$ cat src/rtl/bit_serializer.sv
// Parallel-to-serial front end: WIDTH-bit words in over valid/ready, MSB-first bit stream out.
// Optional even-parity bit after each word when SER_PARITY_EN is defined.
module bit_serializer #(
  parameter int WIDTH = 8
) (
  input  logic             clk,
  input  logic             rst,
  input  logic [WIDTH-1:0] din,
  input  logic             din_valid,
  output logic             din_ready,
  output logic             ser_out,
  output logic             ser_valid,
  output logic             ser_first,
  output logic             busy
);

  localparam int CW = (WIDTH > 1) ? $clog2(WIDTH) : 1;
  localparam logic [CW-1:0] LAST_IDX = CW'(WIDTH - 1);

`ifdef SER_PARITY_EN
  typedef enum logic [1:0] {IDLE, SHIFT, PARITY} state_t;
`else
  typedef enum logic {IDLE, SHIFT} state_t;
`endif

  state_t           state, state_nx;
  logic [WIDTH-1:0] sreg;
  logic [CW-1:0]    bcnt;
  logic             last_bit;
  logic             accept;

  assign last_bit = (state == SHIFT) && (bcnt == '0);

  // Ready comes from registered state only, so there is no valid->ready path.
`ifdef SER_PARITY_EN
  logic par;
  assign din_ready = (state == IDLE) || (state == PARITY);
`else
  assign din_ready = (state == IDLE) || last_bit;
`endif

  assign accept = din_valid && din_ready;

  always_ff @(posedge clk) begin
    if (rst) state <= IDLE;
    else     state <= state_nx;
  end

  always_comb begin
    state_nx = state;
    case (state)
      IDLE:  if (accept) state_nx = SHIFT;
      SHIFT: begin
        if (last_bit) begin
`ifdef SER_PARITY_EN
          state_nx = PARITY;
`else
          state_nx = accept ? SHIFT : IDLE;
`endif
        end
      end
`ifdef SER_PARITY_EN
      PARITY: state_nx = accept ? SHIFT : IDLE;
`endif
      default: state_nx = IDLE;
    endcase
  end

  // bcnt holds at zero after the last bit so it never wraps.
  always_ff @(posedge clk) begin
    if (rst) begin
      sreg <= '0;
      bcnt <= '0;
`ifdef SER_PARITY_EN
      par  <= 1'b0;
`endif
    end else if (accept) begin
      sreg <= din;
      bcnt <= LAST_IDX;
`ifdef SER_PARITY_EN
      par  <= ^din;
`endif
    end else if (state == SHIFT) begin
      sreg <= sreg << 1;
      if (bcnt != '0) bcnt <= bcnt - CW'(1);
    end
  end

  always_comb begin
    ser_out = 1'b0;
    if (state == SHIFT) ser_out = sreg[WIDTH-1];
`ifdef SER_PARITY_EN
    else if (state == PARITY) ser_out = par;
`endif
  end

  assign ser_valid = (state != IDLE);
  assign busy      = ser_valid;
  assign ser_first = (state == SHIFT) && (bcnt == LAST_IDX);

endmodule

$ cat config.mk
export PLATFORM = sky130hd
export DESIGN_NAME = bit_serializer
export DESIGN_NICKNAME = d
export VERILOG_FILES = /design/src/rtl/bit_serializer.sv
export SDC_FILE = /design/constraint.sdc
export NUM_CORES = 1
export LEC_CHECK = 0
export ABC_AREA = 1
export CAP_MARGIN = 30
export CORE_MARGIN = 2
export CORE_UTILIZATION = 25
export CTS_CLUSTER_DIAMETER = 40
export DETAILED_ROUTE_END_ITERATION = 10
export GPL_TIMING_DRIVEN = 0
export PLACE_DENSITY_LB_ADDON = 0.08
export SYNTH_ARGS = -nofsm -noshare
export SYNTH_HDL_FRONTEND = slang
export SYNTH_SLANG_ARGS = --single-unit
$ cat constraint.sdc
create_clock -name clk -period 1.7 [get_ports clk]
set_input_delay 0.34 -clock clk [delete_from_list [all_inputs] [get_ports clk]]
set_output_delay 0.34 -clock clk [all_outputs]
set_load 0.02 [all_outputs]
### Yosys cells after proc, flatten, opt, wreduce, memory -nomap -nowiden

Cells that the tools add are included.

* memories kept: 0
* bits of input ports: 11
* bits in read-only memories: 0
* output and inout port bits: 5
* bits in latches: 0
* logic and storage cells: 24
* bits in writable memories: 0
* flip-flop bits (word level): 12

* bitwise operators: 1
* add/sub/neg operators: 1
* mux-type cells: 9
* reductions and logical operators: 9
* equal/unequal tests: 1
* order comparisons: 0
* $mul: 0
* div/mod/pow operators: 0
* shift operators: 0

Operators by type and width (count)
* 8-bit two-way mux: 2
* 3-bit two-way mux: 3
* 2-bit nonzero test: 2
* 3-bit == test (second input constant): 1
* 1-bit logical AND: 3
* 3-bit logical NOT: 1
* 1-bit two-way mux: 3
* 3-bit nonzero test: 1
* 3-bit by 1-bit subtractor with 3-bit output (second input constant): 1
* 1-bit case mux with 2 select lines: 1
* 2-bit AND reduction: 1
* 1-bit logical OR: 1
* 1-bit inverter: 1

### Logic depth before layout (Yosys ltp)

Gate-level depths: netlist of run 1.

* word-level depth: 7
* mapped depth: 9
* depth with buffers taken out: 9

### Worst setup path after synthesis of run 1

OpenSTA, ideal clock, no wires.

* kind: reg-to-output
* start point: register state, in the netlist busy
* end point: output ser_first
* buffers on the path: 0
* setup slack: 334 ps
* arrival: 1026 ps
* stages on the path, launching flop included: 3
* required time: 1360 ps
* cells stage by stage: dfxtp_1 nand2_2 nor2_1

* word-level cells in the longest chain between the ends: 1

RTL lines
* start, declared: RTL line 26 `state_t state, state_nx;`
* start signal, assigned: RTL line 46 `else state <= state_nx;`
* 1-bit logical AND: RTL line 99 `assign ser_first = (state == SHIFT) && (bcnt == LAST_IDX);`
* end, declared: RTL line 13 `output logic ser_first,`

Every way passes these cells.

### Worst setup path in the final report of run 1

Ends and elaborated chain as after synthesis.

==> flow_summary_export.csv, run 1 <==
group,metric,value,unit
run_status,status,"finished, final reports clean",
worst_setup_path,path_cells,"nand2_4 -> nor2_1 -> dlygate4sd2_1",
global_routing,grtUsageTotal,11.7,%
global_routing,grtUsageMet1,15.0,%
yosys,synth_fa_ha_area_share,5.67,%
worst_setup_path,critPathMaxStageDelay,0.42,ns
sta,relSlewSlack,69.7,%
finish,area_growth,31.9,%
die,initial_core_util,26.5,%
global_routing,overflow,0,
power_and_ir_drop,internal-power,0.478,mW
finish,nNetsFinal,135,
finish,final.fill_count,283,
global_routing,grt_start_max_net_pins,11,
placement,dp_hpwl,1070,microns
worst_setup_path,worstPathArrival,1.25,ns
worst_setup_path,slowest_stage,"dfxtp_2",
yosys,seq_area_frac_synth,36.3,%
worst_setup_path,endpoint_kind,"primary output",
routing,routed_wl,1540,microns
die,die_area,0.00308,sq mm
power_and_ir_drop,seqPwrFrac,47.6,%
power_and_ir_drop,power.density,803,mW/mm^2
yosys,synthSimpleGateAreaFrac,39.9,%
yosys,synth_edf_count,0,
worst_setup_path,crit_family,"flip-flops",
global_routing,first_global_vias,633,
finish,final_cell_area,873,sq um
clock_tree,cts_tree,"done",
clock_tree,numCtsBuffers,3,
yosys,synth_common_cells,"nand2_1 (22), nor2_1 (20), inv_1 (16)",
yosys,synth-xor-area-share,0,%
die,fp.dieW,55.5,microns
routing,drc,0,
sta,finalCritPeriodShare,93.7,%
routing,vias_per_cell,4.32,
yosys,synth_top_cell_area_share,36.3,%
yosys,async_flop_share,0,%
sta,hold_violations,0,
yosys,synth-compound-area-share,4.54,%
yosys,synth_ff_type,"dfxtp_1",
sta,finalClockSkew,0.00524,ns
placement,place_inst,146,
power_and_ir_drop,comb_power_share,27.6,%
global_routing,antenna_found_initial,0,
routing,num_vias,644,
finish,num_antenna_cells,0,
global_routing,use_met2,18.2,%
power_and_ir_drop,max-vdd-ir-drop,0.000299,V
clock_tree,cts-root-buf,"clkbuf_4",
sta,setup_violations,0,
die,die_h,55.5,microns
die,core_area,0.00250,sq mm
clock_tree,cts.clk_slew.worst_paths,0.08,ns
yosys,netlist_instances,102,
global_routing,busiest_layer,"met2",
finish,fin_cells,149,
yosys,yosys.area.top_type,"dfxtp_1",
power_and_ir_drop,switching_share,31.9,%
clock_tree,htree_levels,1,
global_routing,use_met3,2.58,%
placement,io_buffers,14,
yosys,synth_top_family_by_area,"simple AND/OR/NAND/NOR gates",
die,num_io_pins,16,
sta,setup_ws,0.108,ns
sta,max_freq,628,MHz
yosys,syn-cell-area,662,sq um
worst_setup_path,path_class,"reg -> out",
sta,period_needed,1.59,ns
worst_setup_path,worst-path-buf-inv,1,
yosys,synth_mux_area_share,0,%
sta,tightest_slew,0.454,ns
yosys,syn_nets,116,
min_path,holdCritPathClass,"reg -> reg",
placement,pre_cts_ws,-0.166,ns
clock_tree,clockBufferDepth,2,
worst_setup_path,crit_required,1.36,ns
power_and_ir_drop,leakagePower,0.479,nW
worst_setup_path,critPathLaunchType,"flip-flop",
yosys,ys_ff_latch,12,
routing,first_iter_violations,19,
die,fp-row-count,18,
yosys,synth.most_common_cell,"nand2_1",
yosys,avgSynthCellArea,6.49,sq um
placement,placed_area,840,sq um
flow_run,cap_violations,0,
finish,drive_above_1_share,10.9,%
worst_setup_path,cp_max_fo,10,
routing,drt_pass1_iterations,4,
yosys,synth.area.top_cells,"dfxtp_1 (36%), nand2_1 (12%), nor2_1 (11%)",
yosys,synth_cell_type_count,17,
clock_tree,worstSkewPairLatency,0.27,ns
placement,gp_congestion,0.679,
power_and_ir_drop,p_sw,0.224,mW
global_routing,grt_pass1_wl,2810,microns
clock_tree,cts_sinks,12,
yosys,yosysWarnings,0,
sta,rsz0062_at_grt,"no",
clock_tree,hold_buffers,0,
routing,route.detailed.wl_per_inst,10.3,microns
sta,report.final.slew_viol_count,0,
power_and_ir_drop,pwr-share-clk,24.9,%
routing,drtAntennaViolNets,0,
==> sequential cells by signal, summed over array words and instances, names as in the netlist <==
| register | cells |
|---|---|
| sreg | 8 |
| bcnt | 3 |
| busy | 1 |
==> timing repair <==
action                                  4_1_cts  5_1_grt
gates resized for setup                       9        5
endpoints found under the setup margin        5        2
buffers inserted                              0        0
==> layout by cell type (no fill, tap or decap) <==
cell type / netlist / layout
a21oi_1: 3 / 3
buf_1: 1 / 1
buf_4: 1 / 1
buf_6: 1 / 2
clkbuf_1: 1 / 1
clkbuf_4: 0 / 3
clkdlybuf4s50_1: 0 / 9
dfxtp_1: 12 / 10
dfxtp_2: 0 / 2
dlygate4sd2_1: 0 / 3
dlymetal6s2s_1: 0 / 1
ha_1: 3 / 3
inv_1: 16 / 16
inv_2: 1 / 1
nand2_1: 22 / 22
nand2_2: 2 / 1
nand2_4: 0 / 1
nand3_1: 8 / 8
nand3_2: 1 / 1
nand4_1: 7 / 7
nor2_1: 20 / 20
o21ai_0: 2 / 2
o21ai_2: 0 / 1
==> path summary, 6_finish.rpt <==
| check | startpoint | to | slack [ns] | cells past startpoint |
|---|---|---|---|---|
| min | sreg[0]$_SDFFE_PP0P_ | sreg[0]$_SDFFE_PP0P_ | 0.47 | 2 |
| max reg2reg | bcnt[0]$_SDFFE_PP0P_ | sreg[1]$_SDFFE_PP0P_ | 0.31 | 9 |
| max | busy$_SDFF_PP0_ | ser_first | 0.11 | 3 |
| min reg2reg | sreg[0]$_SDFFE_PP0P_ | sreg[0]$_SDFFE_PP0P_ | 0.47 | 2 |
==> worst reg2reg max path, stage by stage (launching register included) <==
cell	delay, ns
dfxtp_1	0.32
inv_1	0.10
ha_1	0.15
inv_1	0.06
nand2_2	0.17
nand3_2	0.22
nand2_1	0.11
nand3_1	0.07
nand2_1	0.06
inv_1	0.03
==> logic make-up (layout without fill, tap and decap cells) <==
family / Yosys count / count (layout)
DFF: 12 / 12
buffers and inverters: 21 / 38
adders and majority gates: 3 / 3
AOI/OAI and AO/OA: 6 / 6
and+or+nand+nor: 60 / 60
==> final cells by class <==
cell class              count  area (sq um)  share of cell area [%]
multi-input cells          69           340                    39.0
flip-flops and latches     12           243                    27.8
repair buffers             14           140                    16.0
inverters                  17          63.8                    7.31
well taps                  30          37.5                    4.30
plain buffers               4          26.3                    3.01
clock buffers               3          22.5                    2.58
==> routing by layer <==
layer,wire length [microns],share of wire [%]
met5,0,0
met4,20,1.3
met3,64,4.2
met2,689,45
met1,761,50
==> per-stage QoR <==
stage / setup TNS [ns] / utilization [%] / hold slack (ns) / total power, mW
2_1_floorplan: 0 / - / 0.443 / 0.463
3_3_place_gp: -0.224 / 33.6 / 0.461 / 0.531
3_5_place_dp: -0.215 / 33.6 / 0.466 / 0.531
4_1_cts: 0 / 34.3 / 0.478 / 0.712
5_1_grt: 0 / 34.9 / 0.504 / 0.766
6_report: 0 / 34.9 / 0.473 / 0.701
==> power by group through the flow <==
| stage | registers [mW] | logic (mW) | clock network [mW] |
|---|---|---|---|
| after floorplan | 0.335 | 0.128 | 0 |
| after global placement | 0.336 | 0.195 | 0 |
| after detailed placement | 0.337 | 0.194 | 0 |
| after CTS | 0.331 | 0.192 | 0.189 |
| after global routing | 0.338 | 0.225 | 0.203 |
| final | 0.333 | 0.193 | 0.174 |
No activity file was read; power rests on OpenSTA's default activity.
==> run 2, diff against run 1 <==
clock period = 1.88 ns   (was 1.7 ns; I/O delays follow)
==> run 2 against run 1 <==
  * Wire length hardly changed
  * Sequential share of layout area increased by 0.056 points
  * Core utilization decreased by 0.25 points
  * Via count stayed put
  * Cell count unchanged
  * Combinational power decreased by 9%
  * Total power shrank 9.8%
  * Design area decreased by 0.72%
  * Worst setup slack gained 0.0071 ns
  * First-iteration DRC count shrank 5.3%
  * Clock power down 9%
  * Largest power group unchanged
==> flow_summary_export.csv, run 2 (synthesis results as in run 1) <==
group,metric,value,unit
global_routing,grt_pass1_wl,2810,microns
clock_tree,htree_levels,1,
sta,relSlewSlack,69.7,%
clock_tree,cts-root-buf,"clkbuf_4",
routing,routed_wl,1540,microns
die,die_area,0.00308,sq mm
sta,setup_ws,0.115,ns
sta,max_freq,566,MHz
finish,area_growth,31.0,%
die,initial_core_util,26.5,%
sta,report.final.slew_viol_count,0,
power_and_ir_drop,max-vdd-ir-drop,0.000271,V
finish,final_util,34.7,%
routing,vias_per_cell,4.32,
routing,num_vias,644,
routing,route.detailed.wl_per_inst,10.3,microns
sta,finalCritPeriodShare,93.9,%
die,num_io_pins,16,
finish,nNetsFinal,135,
placement,dp_hpwl,1070,microns
min_path,holdCritPathClass,"reg -> reg",
sta,hold_violations,0,
finish,most-common-layout-cells,"nand2_1 (22), nor2_1 (20), inv_1 (16)",
power_and_ir_drop,power.density,729,mW/mm^2
global_routing,overflow,0,
clock_tree,worstSkewPairLatency,0.27,ns
finish,seqCellArea,241,sq um
sta,period_needed,1.77,ns
worst_setup_path,worstPathArrival,1.39,ns
sta,setup_violations,0,
die,core_area,0.00250,sq mm
clock_tree,numCtsBuffers,3,
placement,place_inst,146,
die,die_h,55.5,microns
finish,drive_above_1_share,10.1,%
routing,drt_pass1_iterations,4,
worst_setup_path,path_class,"reg -> out",
worst_setup_path,critPathLaunchType,"flip-flop",
routing,drtAntennaViolNets,0,
finish,fin_cells,149,
worst_setup_path,cp_max_fo,7,
routing,first_iter_violations,18,
routing,drc,0,
clock_tree,cts_sinks,12,
clock_tree,post_cts_buffers,0,
power_and_ir_drop,leakagePower,0.450,nW
global_routing,first_global_vias,638,
finish,multiInputGateArea,335,sq um
finish,regMostFlops,"sreg",
placement,gp_congestion,0.679,
finish,final.fill_count,283,
sta,finalClockSkew,0.00548,ns
global_routing,grt_start_max_net_pins,11,
flow_run,cap_violations,0,
sta,fin_setup_tns,0,ns
worst_setup_path,crit_required,1.50,ns
placement,io_buffers,14,
clock_tree,clockBufferDepth,2,
die,fp.dieW,55.5,microns
placement,pre_cts_ws,-0.0225,ns
power_and_ir_drop,power,0.632,mW
worst_setup_path,endpoint_kind,"primary output",
run_status,status,"finished, final reports clean",
finish,largest_reg_flops,8,
clock_tree,cts_tree,"done",
clock_tree,cts.clk_slew.worst_paths,0.08,ns
sta,rsz0062_at_grt,"no",
finish,num_antenna_cells,0,
sta,tightest_slew,0.454,ns
clock_tree,hold_buffers,0,
finish,final_common_cell,"nand2_1",
global_routing,antenna_found_initial,0,
die,fp-row-count,18,
global_routing,grtUsageTotal,11.7,%
-- run 2: changes by cell type in the layout (fill, tap and decap cells not counted), sizes merged --
cell / previous run / this run
clkdlybuf4s50: 9 / 12
buf: 4 / 3
dlygate4sd2: 3 / 1
dlymetal6s2s: 1 / 0
clkdlybuf4s15: 0 / 1
-- run 2: worst paths after layout --
check                            start                   end  slack (ns)  depth (start not counted)
setup / recovery       busy$_SDFF_PP0_             ser_valid        0.11                          2
hold / removal    sreg[0]$_SDFFE_PP0P_  sreg[0]$_SDFFE_PP0P_        0.47                          2
setup reg to reg  bcnt[0]$_SDFFE_PP0P_  sreg[1]$_SDFFE_PP0P_        0.49                          9
hold reg to reg   sreg[0]$_SDFFE_PP0P_  sreg[0]$_SDFFE_PP0P_        0.47                          2
-- run 2: metrics by stage --
step                      hold slack (ns)  area, sq um
after global routing                0.504          867
final                               0.473          867
after global placement              0.461          840
after CTS                           0.478          863
after floorplan                     0.443          662
after detailed placement            0.466          840
-- run 2: routing by layer --
| metal | part of all wire, % | up-vias | GRT usage, % |
|---|---|---|---|
| met5 | 0 | - | 0 |
| met4 | 1.3 | 0 | 6.27 |
| met3 | 4.0 | 2 | 2.58 |
| met2 | 45 | 14 | 18.4 |
| met1 | 50 | 275 | 14.8 |
| li1 | - | 353 | - |
-- run 2: power by group --
| part | switching [mW] | internal, mW |
|---|---|---|
| registers | 0.0184 | 0.281 |
| clock network | 0.0838 | 0.0740 |
| logic | 0.0983 | 0.0767 |
| total | 0.201 | 0.432 |
-- run 2: critical path, stage by stage (launching register included) --
cell and delay [ns]:
dfxtp_2 0.41, buf_4 0.13, clkdlybuf4s50_1 0.58
-- run 2: final cells by class --
type / instances / area share [%]
buffer: 4 / 3.03
inverter: 17 / 7.36
clock buffer: 3 / 2.60
tap: 30 / 4.33
sequential: 12 / 27.8
multi-input combinational: 69 / 38.7
timing repair buffer: 14 / 16.2
-- run 2: timing repair --
item | 4_1_cts | 5_1_grt
endpoints found under the setup margin | 3 | 1
resized for setup | 5 | 1
hold endpoints to repair | 0 | 0
